### src/rtl/fft_frame_if.sv
// Sampler / FFT stream side of the frame scheduler.
// The master drives the streams and the slave (the scheduler) drives the sampler strobes.
interface fft_frame_if;
  logic               i_samp_valid;
  logic               i_samp_ready;
  logic signed [11:0] i_samp_data;
  logic signed [11:0] i_trig_level;
  logic               i_fft_vld;
  logic               i_fft_last;
  logic               o_adc_valid;
  logic               o_adc_last;

  modport master (
    output i_samp_valid, i_samp_ready,
    output i_samp_data, i_trig_level,
    output i_fft_vld, i_fft_last,
    input  o_adc_valid, o_adc_last
  );

  modport slave (
    input  i_samp_valid, i_samp_ready,
    input  i_samp_data, i_trig_level,
    input  i_fft_vld, i_fft_last,
    output o_adc_valid, o_adc_last
  );
endinterface

### src/rtl/fft_frame_ctrl.sv
// Frame scheduler: arm, capture, drain, hold-off, re-arm for ADC->FFT.
// Optional TRIGGER_LEVEL_EN: ARM waits for a rising level crossing.
module fft_frame_ctrl #(
  parameter int FFT_LEN = 2048,
  parameter int CNT_W   = 11,
  parameter int TIMEOUT = 65535
) (
  input  logic        i_aclk,
  input  logic        i_aresetn,
  input  logic        i_start,
  input  logic        i_abort,
  input  logic        i_cont,
  input  logic [15:0] i_holdoff,
  fft_frame_if.slave  bus,
  output logic        o_busy,
  output logic        o_frame_done,
  output logic [15:0] o_frame_cnt,
  output logic        o_timeout
);

  localparam int WD_W = $clog2(TIMEOUT + 1);

  typedef enum logic [2:0] {
    S_IDLE,
    S_ARM,
    S_CAPT,
    S_DRAIN,
    S_HOLD
  } state_t;

  state_t            state_q, state_d;
  logic [CNT_W-1:0]  cnt_q, cnt_d;
  logic [WD_W-1:0]   wd_q, wd_d;
  logic [15:0]       hold_q, hold_d;
  logic [15:0]       fcnt_q, fcnt_d;
  logic              tmo_q, tmo_d;
  logic              vld_q, vld_d;
  logic              last_q, last_d;
  logic              done_q, done_d;
  logic              acc;
  logic              fft_end;
  logic              hold_end;
  logic              trig_hit;

  assign acc      = bus.i_samp_valid & bus.i_samp_ready;
  assign fft_end  = bus.i_fft_vld & bus.i_fft_last;
  assign hold_end = ({1'b0, hold_q} + 17'd1) >= {1'b0, i_holdoff};

`ifdef TRIGGER_LEVEL_EN
  logic signed [11:0] prev_q, prev_d;
  logic               pvld_q, pvld_d;

  // No previous sample yet counts as "below level".
  assign trig_hit = acc
    && (!pvld_q || ($signed(prev_q) < $signed(bus.i_trig_level)))
    && ($signed(bus.i_samp_data) >= $signed(bus.i_trig_level));

  always_ff @(posedge i_aclk or negedge i_aresetn) begin
    if (!i_aresetn) begin
      prev_q <= '0;
      pvld_q <= 1'b0;
    end else begin
      prev_q <= prev_d;
      pvld_q <= pvld_d;
    end
  end
`else
  logic unused_trig;
  assign unused_trig = ^{bus.i_samp_data, bus.i_trig_level};
  assign trig_hit    = 1'b1;
`endif

  always_comb begin
    state_d = state_q;
    cnt_d   = cnt_q;
    wd_d    = wd_q;
    hold_d  = hold_q;
    fcnt_d  = fcnt_q;
    tmo_d   = tmo_q;
    vld_d   = 1'b0;
    last_d  = 1'b0;
    done_d  = 1'b0;
`ifdef TRIGGER_LEVEL_EN
    prev_d  = prev_q;
    pvld_d  = pvld_q;
`endif
    if (i_abort && (state_q != S_IDLE)) begin
      state_d = S_IDLE;
      cnt_d   = '0;
      wd_d    = '0;
      hold_d  = '0;
      last_d  = (state_q == S_CAPT);
    end else begin
      unique case (state_q)
        S_IDLE: begin
          if (i_start && !i_abort) begin
            state_d = S_ARM;
            tmo_d   = 1'b0;
            fcnt_d  = '0;
          end
        end
        S_ARM: begin
`ifdef TRIGGER_LEVEL_EN
          if (acc) begin
            prev_d = bus.i_samp_data;
            pvld_d = 1'b1;
          end
`endif
          if (trig_hit) begin
            state_d = S_CAPT;
            vld_d   = 1'b1;
          end
        end
        S_CAPT: begin
          if (acc) begin
            if (cnt_q == CNT_W'(FFT_LEN - 1)) begin
              cnt_d   = '0;
              wd_d    = '0;
              state_d = S_DRAIN;
            end else begin
              cnt_d = cnt_q + 1'b1;
            end
          end
        end
        S_DRAIN: begin
          if (fft_end) begin
            done_d = 1'b1;
            fcnt_d = fcnt_q + 16'd1;
            wd_d   = '0;
            hold_d = '0;
            if (i_holdoff != 16'd0) state_d = S_HOLD;
            else if (i_cont)        state_d = S_ARM;
            else                    state_d = S_IDLE;
          end else if (wd_q == WD_W'(TIMEOUT - 1)) begin
            tmo_d   = 1'b1;
            wd_d    = '0;
            state_d = S_IDLE;
          end else begin
            wd_d = wd_q + 1'b1;
          end
        end
        S_HOLD: begin
          if (hold_end) begin
            hold_d  = '0;
            state_d = i_cont ? S_ARM : S_IDLE;
          end else begin
            hold_d = hold_q + 16'd1;
          end
        end
        default: state_d = S_IDLE;
      endcase
    end
`ifdef TRIGGER_LEVEL_EN
    if ((state_d == S_ARM) && (state_q != S_ARM)) pvld_d = 1'b0;
`endif
  end

  always_ff @(posedge i_aclk or negedge i_aresetn) begin
    if (!i_aresetn) begin
      state_q <= S_IDLE;
      cnt_q   <= '0;
      wd_q    <= '0;
      hold_q  <= '0;
      fcnt_q  <= '0;
      tmo_q   <= 1'b0;
      vld_q   <= 1'b0;
      last_q  <= 1'b0;
      done_q  <= 1'b0;
    end else begin
      state_q <= state_d;
      cnt_q   <= cnt_d;
      wd_q    <= wd_d;
      hold_q  <= hold_d;
      fcnt_q  <= fcnt_d;
      tmo_q   <= tmo_d;
      vld_q   <= vld_d;
      last_q  <= last_d;
      done_q  <= done_d;
    end
  end

  assign o_busy         = (state_q != S_IDLE);
  assign o_frame_done   = done_q;
  assign o_frame_cnt    = fcnt_q;
  assign o_timeout      = tmo_q;
  assign bus.o_adc_valid = vld_q;
  assign bus.o_adc_last  = last_q;

endmodule

### src/flat_wrapper.sv
// flat-port wrapper written by rule: the top's interface ports become plain ports
module fft_frame_ctrl_flat 
#(
  parameter int FFT_LEN = 2048,
  parameter int CNT_W   = 11,
  parameter int TIMEOUT = 65535
)
  (i_aclk, i_aresetn, i_start, i_abort, i_cont, i_holdoff, o_busy, o_frame_done, o_frame_cnt, o_timeout, bus_i_samp_valid, bus_i_samp_ready, bus_i_samp_data, bus_i_trig_level, bus_i_fft_vld, bus_i_fft_last, bus_o_adc_valid, bus_o_adc_last);
  fft_frame_if bus_i ();
  input  logic i_aclk;
  input  logic i_aresetn;
  input  logic i_start;
  input  logic i_abort;
  input  logic i_cont;
  input  logic [15:0] i_holdoff;
  output logic o_busy;
  output logic o_frame_done;
  output logic [15:0] o_frame_cnt;
  output logic o_timeout;
  input wire logic [$bits(bus_i.i_samp_valid)-1:0] bus_i_samp_valid;
  input wire logic [$bits(bus_i.i_samp_ready)-1:0] bus_i_samp_ready;
  input wire logic [$bits(bus_i.i_samp_data)-1:0] bus_i_samp_data;
  input wire logic [$bits(bus_i.i_trig_level)-1:0] bus_i_trig_level;
  input wire logic [$bits(bus_i.i_fft_vld)-1:0] bus_i_fft_vld;
  input wire logic [$bits(bus_i.i_fft_last)-1:0] bus_i_fft_last;
  output wire logic [$bits(bus_i.o_adc_valid)-1:0] bus_o_adc_valid;
  output wire logic [$bits(bus_i.o_adc_last)-1:0] bus_o_adc_last;
  assign bus_i.i_samp_valid = bus_i_samp_valid;
  assign bus_i.i_samp_ready = bus_i_samp_ready;
  assign bus_i.i_samp_data = bus_i_samp_data;
  assign bus_i.i_trig_level = bus_i_trig_level;
  assign bus_i.i_fft_vld = bus_i_fft_vld;
  assign bus_i.i_fft_last = bus_i_fft_last;
  assign bus_o_adc_valid = bus_i.o_adc_valid;
  assign bus_o_adc_last = bus_i.o_adc_last;
  fft_frame_ctrl #(.FFT_LEN(FFT_LEN), .CNT_W(CNT_W), .TIMEOUT(TIMEOUT)) u_core (.i_aclk(i_aclk), .i_aresetn(i_aresetn), .i_start(i_start), .i_abort(i_abort), .i_cont(i_cont), .i_holdoff(i_holdoff), .bus(bus_i), .o_busy(o_busy), .o_frame_done(o_frame_done), .o_frame_cnt(o_frame_cnt), .o_timeout(o_timeout));
endmodule
### config.mk
export PLATFORM = sky130hd
export DESIGN_NAME = fft_frame_ctrl_flat
export DESIGN_NICKNAME = d
export VERILOG_FILES = /design/src/rtl/fft_frame_if.sv /design/src/rtl/fft_frame_ctrl.sv /design/src/flat_wrapper.sv
export SDC_FILE = /design/constraint.sdc
export NUM_CORES = 1
export LEC_CHECK = 0
export ABC_CLOCK_PERIOD_IN_PS = 8400
export CORE_ASPECT_RATIO = 0.7
export CORE_MARGIN = 4
export CORE_UTILIZATION = 57
export CTS_CLUSTER_SIZE = 10
export DETAILED_ROUTE_END_ITERATION = 8
export PLACE_DENSITY = 0.88
export SLEW_MARGIN = 5
export SYNTH_ARGS = -nofsm -noshare
export SYNTH_HDL_FRONTEND = slang
export SYNTH_SLANG_ARGS = --single-unit
### constraint.sdc
create_clock -name i_aclk -period 8.4 [get_ports i_aclk]
set_input_delay 2.52 -clock i_aclk [delete_from_list [all_inputs] [get_ports i_aclk]]
set_output_delay 2.52 -clock i_aclk [all_outputs]
set_load 0.005 [all_outputs]
==> impl_results.html, run 1 <==
<table>
<tr><th>Metric</th><th>Value</th></tr>
<tr><th colspan="2">Hold path</th></tr>
<tr><td>Worst hold path type</td><td>reg -&gt; reg</td></tr>
<tr><th colspan="2">CTS</th></tr>
<tr><td>Post-CTS sizing</td><td>0</td></tr>
<tr><td>Cts-stage hold buffer count</td><td>0</td></tr>
<tr><td>Max Buffers Root-to-Sink</td><td>2</td></tr>
<tr><td>CTS tree</td><td>yes</td></tr>
<tr><td>Maximum level of the CTS H-tree</td><td>3</td></tr>
<tr><td>CTS clock-pin slew for the worst setup and hold paths</td><td>approximately 70 ps</td></tr>
<tr><td>Later-pin clock latency in the skew report</td><td>about 350 ps</td></tr>
<tr><td>TritonCTS Buffers</td><td>9</td></tr>
<tr><td>Clock Root Buffer</td><td>sky130_fd_sc_hd__clkbuf_8</td></tr>
<tr><td># Post-CTS Setup Buffers</td><td>0</td></tr>
<tr><td>Sink count of the clock tree</td><td>between 60 and 70</td></tr>
<tr><th colspan="2">Critical path</th></tr>
<tr><td>Maximum fanout along the worst path</td><td>15</td></tr>
<tr><td>Crit path DAT</td><td>roughly 5200 ps</td></tr>
<tr><td>WP data required</td><td>~8600 ps</td></tr>
<tr><td>Worst setup SP type</td><td>primary input</td></tr>
<tr><td>Crit end category</td><td>register</td></tr>
<tr><td>Category of the critical setup timing path</td><td>in -&gt; reg</td></tr>
<tr><th colspan="2">Yosys</th></tr>
<tr><td>Count of yosys warnings during synthesis</td><td>0</td></tr>
<tr><td>FFs w/ async S/R, synth</td><td>1.00</td></tr>
<tr><td>Average cell area after synthesis</td><td>about 8.8 µm²</td></tr>
<tr><td>Main synth FF type</td><td>sky130_fd_sc_hd__dfrtp_1</td></tr>
<tr><td>Number of distinct library cells after synthesis</td><td>47</td></tr>
<tr><td>Mapped cell area</td><td>between 0.003 and 0.004 mm²</td></tr>
<tr><td>Flip-flop and latch count after synthesis</td><td>between 60 and 70</td></tr>
<tr><td>Net count after synthesis</td><td>just over 500</td></tr>
<tr><td>Post-synthesis cell count</td><td>445</td></tr>
<tr><td>Post-synth EDFFs</td><td>0</td></tr>
<tr><td>Sequential element share of the synthesized area</td><td>0.420</td></tr>
<tr><th colspan="2">STA</th></tr>
<tr><td>Final hold violation count</td><td>0</td></tr>
<tr><td>Slew Viols, Final</td><td>0</td></tr>
<tr><td>Unrepaired setup endpoints after global routing</td><td>no</td></tr>
<tr><td>Total negative setup slack</td><td>0 ps</td></tr>
<tr><td>Worst Clk Skew</td><td>between 7 and 8 ps</td></tr>
<tr><td># setup viols final</td><td>0</td></tr>
<tr><td>Relative slew margins</td><td>0.186</td></tr>
<tr><td>Share of the cycle needed by the critical path after routing</td><td>0.590</td></tr>
<tr><td>Peak Freq</td><td>between 200 and 250 MHz</td></tr>
<tr><td>Slew of the pin with the lowest slew margin</td><td>between 1000 and 1500 ps</td></tr>
<tr><td>Final worst path period need</td><td>around 5000 ps</td></tr>
<tr><th colspan="2">GRT</th></tr>
<tr><td>Global-route wire length before repair</td><td>between 15 and 20 mm</td></tr>
<tr><td>Number of antenna violations at the first check in global routing</td><td>0</td></tr>
<tr><td>Total congestion overflow after global routing</td><td>0</td></tr>
<tr><td>Global-route total usage across every layer</td><td>0.238</td></tr>
<tr><td>Via count of the first global-routing pass</td><td>approximately 3,300</td></tr>
<tr><td>Pin count of the biggest net entering global routing</td><td>67</td></tr>
<tr><th colspan="2">Cells and area</th></tr>
<tr><td>Storage cell area</td><td>between 0.0015 and 0.002 mm²</td></tr>
<tr><td>Ant. Diodes</td><td>0</td></tr>
<tr><td>Fraction of layout cells with a size suffix above 1</td><td>0.0646</td></tr>
<tr><td>Final Instance Area</td><td>0.00466 mm²</td></tr>
<tr><td>Most frequent standard cell in the layout excluding fill and tap cells</td><td>sky130_fd_sc_hd__dfrtp_1</td></tr>
<tr><td>Area taken by multi-input logic gates</td><td>0.00215 mm²</td></tr>
<tr><td>FILL cells</td><td>around 540</td></tr>
<tr><td>Highest-count cells in the layout ignoring fill and taps</td><td>sky130_fd_sc_hd__dfrtp_1, sky130_fd_sc_hd__nand2_1, sky130_fd_sc_hd__o21ai_0</td></tr>
<tr><td>Area growth syn-to-layout</td><td>18.3%</td></tr>
<tr><td>Final layout net count</td><td>between 500 and 600</td></tr>
<tr><th colspan="2">Detailed routing</th></tr>
<tr><td>Starting DRC count in detailed routing</td><td>approximately 230</td></tr>
<tr><td>Final wirelength</td><td>9.14 mm</td></tr>
<tr><td>Avg WL per Cell</td><td>between 15 and 20 µm</td></tr>
<tr><td>Via-per-instance ratio</td><td>a little under 6</td></tr>
<tr><td>DRT Pass-1 Iters</td><td>4</td></tr>
<tr><td>Post-detailed-route DRC marker count</td><td>0</td></tr>
<tr><td>Via count</td><td>between 3,000 and 4,000</td></tr>
<tr><td>ANT nets after route</td><td>0</td></tr>
<tr><th colspan="2">Floorplan</th></tr>
<tr><td>Placeable core region</td><td>roughly 0.0067 mm²</td></tr>
<tr><td>Starting utilization of the core area</td><td>0.585</td></tr>
<tr><td>Ports</td><td>70</td></tr>
<tr><td>Total number of placement rows</td><td>25</td></tr>
<tr><td>Die height</td><td>77.5 µm</td></tr>
<tr><td>Die X-Extent</td><td>~110 µm</td></tr>
<tr><td>Full die area</td><td>around 0.0083 mm²</td></tr>
<tr><th colspan="2">Run</th></tr>
<tr><td>Number of max-cap violations</td><td>0</td></tr>
<tr><th colspan="2">Place</th></tr>
<tr><td>Detailed placement HPWL</td><td>around 6.6 mm</td></tr>
<tr><td>Placer congestion estimate</td><td>between 0.8 and 0.9</td></tr>
<tr><td>Area after DPL</td><td>approximately 0.0045 mm²</td></tr>
<tr><td>Port Buf Inserts</td><td>45</td></tr>
<tr><th colspan="2">Power</th></tr>
<tr><td>Static Leak</td><td>0.00208 µW</td></tr>
<tr><td>Cell area power density</td><td>between 150 and 200 mW/mm²</td></tr>
<tr><td>IR drop worst, VDD</td><td>~95 µV</td></tr>
<tr><th colspan="2">Status</th></tr>
<tr><td>Status</td><td>finished, final reports clean</td></tr>
</table>
[critical path, cell delays in order]
cell and delay (ps):
sky130_fd_sc_hd__clkdlybuf4s50_1 470, sky130_fd_sc_hd__inv_1 50, sky130_fd_sc_hd__ha_1 300, sky130_fd_sc_hd__a211oi_1 230
sky130_fd_sc_hd__nor2_1 80, sky130_fd_sc_hd__o41a_1 450, sky130_fd_sc_hd__nor2_1 830, sky130_fd_sc_hd__o21ai_0 220
[final timing paths]
check	cells after the start	startpoint	slack, ps	to
max	8	i_holdoff[6]	3440	u_core.state_q[0]
min reg2reg	1	u_core.wd_q[11]	500	u_core.wd_q[11]
min	1	u_core.wd_q[11]	500	u_core.wd_q[11]
min in group asynchronous	2	i_aresetn	2340	u_core.cnt_q[9]
max in group asynchronous	2	i_aresetn	5520	u_core.hold_q[10]
max reg2reg	12	u_core.hold_q[0]	4530	u_core.state_q[0]
[cell usage after synthesis (all sizes together) (6+ instances only)]
cell / instances / area (µm²)
or3: 8 / 60.1
a22o: 16 / 140
and3: 11 / 68.8
nor4: 6 / 37.5
a21oi: 13 / 68.8
nand3: 15 / 75.1
nand4: 14 / 87.6
nor2: 38 / 143
nor2b: 8 / 50.1
xor2: 11 / 96.3
o31ai: 8 / 60.1
nor3: 9 / 50.1
nand2: 53 / 199
clkbuf: 10 / 37.5
inv: 23 / 86.3
dfrtp: 66 / 1650
xnor2: 15 / 131
ha: 21 / 263
o21ai: 53 / 265
and2: 7 / 46.3
[stage by stage]
stage / util / setup WS (ps) / hold slack [ps] / total power (µW) / std cells
final: 0.693 / 3440 / 498 / 823 / 589
after floorplan: - / 4150 / 443 / 490 / 445
after detailed placement: 0.664 / 3080 / 481 / 559 / 574
after CTS: 0.693 / 3450 / 494 / 824 / 589
after global routing: 0.693 / 3200 / 518 / 866 / 589
after global placement: 0.664 / 3150 / 470 / 546 / 574
[power by group]
group	internal, µW	switching, µW
logic	75.5	115
registers	333	30.6
clock network	142	126
total	551	272
[final cells by class]
type                            count  area share
Clock buffer                       10      0.0295
Clock inverter                      5      0.0118
Inverter                           23      0.0185
Multi-Input combinational cell    344       0.461
Sequential cell                    66       0.355
Tap cell                           94      0.0252
Timing Repair Buffer               47      0.0988
[registers in the layout, indices dropped and copies added, names as in the netlist]
register                count
u_core.o_timeout            1
u_core.bus.o_adc_valid      1
u_core.state_q              3
u_core.o_frame_cnt         16
u_core.bus.o_adc_last       1
u_core.cnt_q               11
u_core.hold_q              16
u_core.o_frame_done         1
u_core.wd_q                16
[metal layers]
metal | global-route usage | routed length (µm)
met4 | 0.0626 | 146
met1 | 0.335 | 4210
met2 | 0.366 | 4170
met3 | 0.0615 | 608
met5 | 0 | 0
[kinds of logic after synthesis]
group	count (synthesis)	share of synthesized area
xor+xnor	26	0.0579
simple gates	188	0.245
compound gates	109	0.175
flops	66	0.420
fa+ha+maj	21	0.0668
buf+inv	35	0.0356
Power figures use the tool's default switching activity.
==> run 2: changes to the inputs <==
- ABC_CLOCK_PERIOD_IN_PS: 8400 -> 5100
- CORE_UTILIZATION: 57 -> 53
- PLACE_DENSITY: 0.88 -> 0.82
- clock period: 8.4 -> 5.1 ns (I/O delays scaled with it)
==> run 2 against run 1 <==
Against the previous run:
- clock power is 87% higher
- count of clock-buffer cells in the layout stayed put
- worst setup slack worse by 2000 ps
- critical path type unchanged
- total power up 71%
- largest power group unchanged
- die area rose by 6.9%
==> impl_results.html, run 2 (same netlist as run 1, synthesis figures left out) <==
<table>
<tr><th>Metric</th><th>Value</th></tr>
<tr><th colspan="2">STA</th></tr>
<tr><td>Final hold violation count</td><td>0 (unchanged)</td></tr>
<tr><td>Total negative setup slack</td><td>0 ps (unchanged)</td></tr>
<tr><td>Worst hold slack after final layout</td><td>491 ps (-6.48 ps)</td></tr>
<tr><td># setup viols final</td><td>0 (unchanged)</td></tr>
<tr><td>Worst Clk Skew</td><td>9.65 ps (+2.27 ps)</td></tr>
<tr><td>Final worst path period need</td><td>around 3700 ps</td></tr>
<tr><td>Slew Viols, Final</td><td>0 (unchanged)</td></tr>
<tr><td>Peak Freq</td><td>around 270 MHz</td></tr>
<tr><td>Unrepaired setup endpoints after global routing</td><td>no</td></tr>
<tr><td>Share of the cycle needed by the critical path after routing</td><td>0.724</td></tr>
<tr><td>Slew of the pin with the lowest slew margin</td><td>1270 ps (+47.4 ps)</td></tr>
<tr><td>Relative slew margins</td><td>0.155 (-0.0316)</td></tr>
<tr><th colspan="2">Hold path</th></tr>
<tr><td>Worst hold path type</td><td>reg -&gt; reg</td></tr>
<tr><th colspan="2">CTS</th></tr>
<tr><td>Cts-stage hold buffer count</td><td>0 (unchanged)</td></tr>
<tr><td>Maximum level of the CTS H-tree</td><td>3 (unchanged)</td></tr>
<tr><td>Clock Root Buffer</td><td>sky130_fd_sc_hd__clkbuf_8</td></tr>
<tr><td>CTS clock-pin slew for the worst setup and hold paths</td><td>70 ps (about the same)</td></tr>
<tr><td>TritonCTS Buffers</td><td>9 (unchanged)</td></tr>
<tr><td>Max Buffers Root-to-Sink</td><td>2 (unchanged)</td></tr>
<tr><td>CTS tree</td><td>yes</td></tr>
<tr><td>Later-pin clock latency in the skew report</td><td>360 ps (about the same)</td></tr>
<tr><td>Post-CTS sizing</td><td>0 (unchanged)</td></tr>
<tr><td>Sink count of the clock tree</td><td>66 (unchanged)</td></tr>
<tr><td># Post-CTS Setup Buffers</td><td>0 (unchanged)</td></tr>
<tr><th colspan="2">Critical path</th></tr>
<tr><td>Top cell by count, worst path</td><td>sky130_fd_sc_hd__nor2_1</td></tr>
<tr><td>Crit end category</td><td>register</td></tr>
<tr><td>Cells traversed along the worst timing path</td><td>clkdlybuf4s50_1, inv_1, ha_1, a211oi_1, nor2_1, o41a_1, nor2_1, buf_4, a22o_1</td></tr>
<tr><td>WP data required</td><td>5390 ps (-3200 ps)</td></tr>
<tr><td>Critical-path cell with the highest stage delay</td><td>sky130_fd_sc_hd__clkdlybuf4s50_1</td></tr>
<tr><td>Maximum fanout along the worst path</td><td>10 (-5)</td></tr>
<tr><td>Category of the critical setup timing path</td><td>in -&gt; reg</td></tr>
<tr><td>Max incr delay on CP</td><td>480 ps (-350 ps)</td></tr>
<tr><td>Worst setup SP type</td><td>primary input</td></tr>
<tr><td>Crit path DAT</td><td>3980 ps (-1170 ps)</td></tr>
<tr><th colspan="2">Detailed routing</th></tr>
<tr><td>Post-detailed-route DRC marker count</td><td>0 (unchanged)</td></tr>
<tr><td>ANT nets after route</td><td>0 (unchanged)</td></tr>
<tr><td>Starting DRC count in detailed routing</td><td>216 (-6.9%)</td></tr>
<tr><td>Final wirelength</td><td>8.77 mm (-4.1%)</td></tr>
<tr><td>DRT Pass-1 Iters</td><td>5 (+1)</td></tr>
<tr><td>Via count</td><td>3,452 (-0.26%)</td></tr>
<tr><td>Avg WL per Cell</td><td>14.8 µm (-4.4%)</td></tr>
<tr><td>Via-per-instance ratio</td><td>5.84 (-0.60%)</td></tr>
<tr><th colspan="2">GRT</th></tr>
<tr><td>Global-route total usage across every layer</td><td>0.208 (-0.0306)</td></tr>
<tr><td>Global-route wire length before repair</td><td>14.9 mm (-6.8%)</td></tr>
<tr><td>Number of antenna violations at the first check in global routing</td><td>0 (unchanged)</td></tr>
<tr><td>Met1 Usage GRT</td><td>0.283 (-0.0522)</td></tr>
<tr><td>GR peak layer</td><td>met2</td></tr>
<tr><td>Met3 Track Usage GR</td><td>0.0550 (-0.00654)</td></tr>
<tr><td>Pin count of the biggest net entering global routing</td><td>38 (-43%)</td></tr>
<tr><td>Via count of the first global-routing pass</td><td>3,232 (-2.9%)</td></tr>
<tr><td>Global routing met2 resource utilization</td><td>0.322 (-0.0444)</td></tr>
<tr><td>Total congestion overflow after global routing</td><td>0 (unchanged)</td></tr>
<tr><th colspan="2">Floorplan</th></tr>
<tr><td>Die X-Extent</td><td>111 µm (+3.4%)</td></tr>
<tr><td>Ports</td><td>70 (unchanged)</td></tr>
<tr><td>Full die area</td><td>0.00889 mm² (+6.9%)</td></tr>
<tr><td>Die height</td><td>80.1 µm (+3.3%)</td></tr>
<tr><td>Placeable core region</td><td>0.00698 mm² (+3.7%)</td></tr>
<tr><td>Starting utilization of the core area</td><td>0.564 (-0.0210)</td></tr>
<tr><td>Total number of placement rows</td><td>25 (unchanged)</td></tr>
<tr><th colspan="2">Cells and area</th></tr>
<tr><td>FILL cells</td><td>551 (+2.8%)</td></tr>
<tr><td>Ant. Diodes</td><td>0 (unchanged)</td></tr>
<tr><td>Area growth syn-to-layout</td><td>19.4%</td></tr>
<tr><td>Final Core Density</td><td>0.674 (-0.0189)</td></tr>
<tr><td>Final layout net count</td><td>562 (+0.18%)</td></tr>
<tr><td>Highest-count cells in the layout ignoring fill and taps</td><td>sky130_fd_sc_hd__dfrtp_1, sky130_fd_sc_hd__nand2_1, sky130_fd_sc_hd__o21ai_0</td></tr>
<tr><td>Fraction of layout cells with a size suffix above 1</td><td>0.0684 (+0.00376)</td></tr>
<tr><td>Most frequent standard cell in the layout excluding fill and tap cells</td><td>sky130_fd_sc_hd__dfrtp_1</td></tr>
<tr><th colspan="2">Power</th></tr>
<tr><td>Net switching share of the total power</td><td>0.316 (-0.0139)</td></tr>
<tr><td>Internal power contribution</td><td>962 µW (+75%)</td></tr>
<tr><td>Relative contribution of the clock network to total power</td><td>0.355 (+0.029)</td></tr>
<tr><td>IR drop worst, VDD</td><td>179 µV (+88%)</td></tr>
<tr><td>Flop pwr share</td><td>0.425 (-0.018)</td></tr>
<tr><td>Sw Pwr</td><td>445 µW (+64%)</td></tr>
<tr><td>Cell area power density</td><td>299 mW/mm² (+69%)</td></tr>
<tr><td>Static Leak</td><td>0.00210 µW (+0.97%)</td></tr>
<tr><td>Combinational fraction of design power</td><td>0.220 (-0.012)</td></tr>
<tr><th colspan="2">Run</th></tr>
<tr><td>Number of max-cap violations</td><td>0 (unchanged)</td></tr>
<tr><th colspan="2">Status</th></tr>
<tr><td>Status</td><td>finished, final reports clean</td></tr>
<tr><th colspan="2">Place</th></tr>
<tr><td>Detailed placement HPWL</td><td>6.49 mm (-1.0%)</td></tr>
<tr><td>Port Buf Inserts</td><td>45 (unchanged)</td></tr>
<tr><td>Placer congestion estimate</td><td>0.865 (+1.9%)</td></tr>
</table>
## run 2: changes by cell type in the layout (fill, tap and decap cells not counted)
cell	previous run	this run
sky130_fd_sc_hd__buf_4	2	3
sky130_fd_sc_hd__inv_6	0	1
sky130_fd_sc_hd__bufinv_16	1	2
sky130_fd_sc_hd__clkinv_2	2	1
## run 2: final timing paths
path	startpoint	to	slack, ps	cells after the start
setup / recovery	i_holdoff[6]	u_core.hold_q[8]	1410	9
hold / removal	u_core.wd_q[11]	u_core.wd_q[11]	490	1
setup reg to reg	u_core.hold_q[0]	u_core.hold_q[8]	1600	13
hold reg to reg	u_core.wd_q[11]	u_core.wd_q[11]	490	1
max in group asynchronous	i_aresetn	u_core.state_q[2]	2960	2
min in group asynchronous	i_aresetn	u_core.cnt_q[4]	1240	1
## run 2: area by class of cell
cell class	count	area (µm²)	share of cell area
Tap cell	94	118	0.0250
Clock buffer	10	138	0.0293
Clock inverter	6	88.8	0.0189
Timing Repair Buffer	48	468	0.0996
Sequential cell	66	1650	0.351
Multi-Input combinational cell	344	2150	0.457
Inverter	23	86.3	0.0184
## run 2: power groups by stage
stage | clock network (µW) | logic [µW] | registers (µW)
2_1_floorplan | 0 | 224 | 584
3_5_place_dp | 0 | 306 | 606
4_1_cts | 507 | 309 | 597
6_report | 500 | 309 | 598
5_1_grt | 536 | 343 | 604
3_3_place_gp | 0 | 298 | 605
## run 2: metrics by stage
step | instances | cell area (µm²) | setup slack [ps] | total power, µW
4_1_cts | 591 | 4700 | 1430 | 1410
5_1_grt | 591 | 4700 | 1300 | 1480
2_1_floorplan | 445 | 3940 | 1840 | 808
3_3_place_gp | 575 | 4470 | 1130 | 903
3_5_place_dp | 575 | 4470 | 1070 | 912
6_report | 591 | 4700 | 1410 | 1410
## run 2: critical path, delay by kind of cell
family,cells,cell delay [ps]
compound gates,3,840
buf+inv,3,810
simple gates,2,480
fa+ha+maj,1,310
## run 2: routing by layer
metal  part of all wire  up-vias
met5                  0        -
met4              0.015        0
met3              0.062       17
met2               0.44      106
met1               0.48     1641
li1                   -     1688
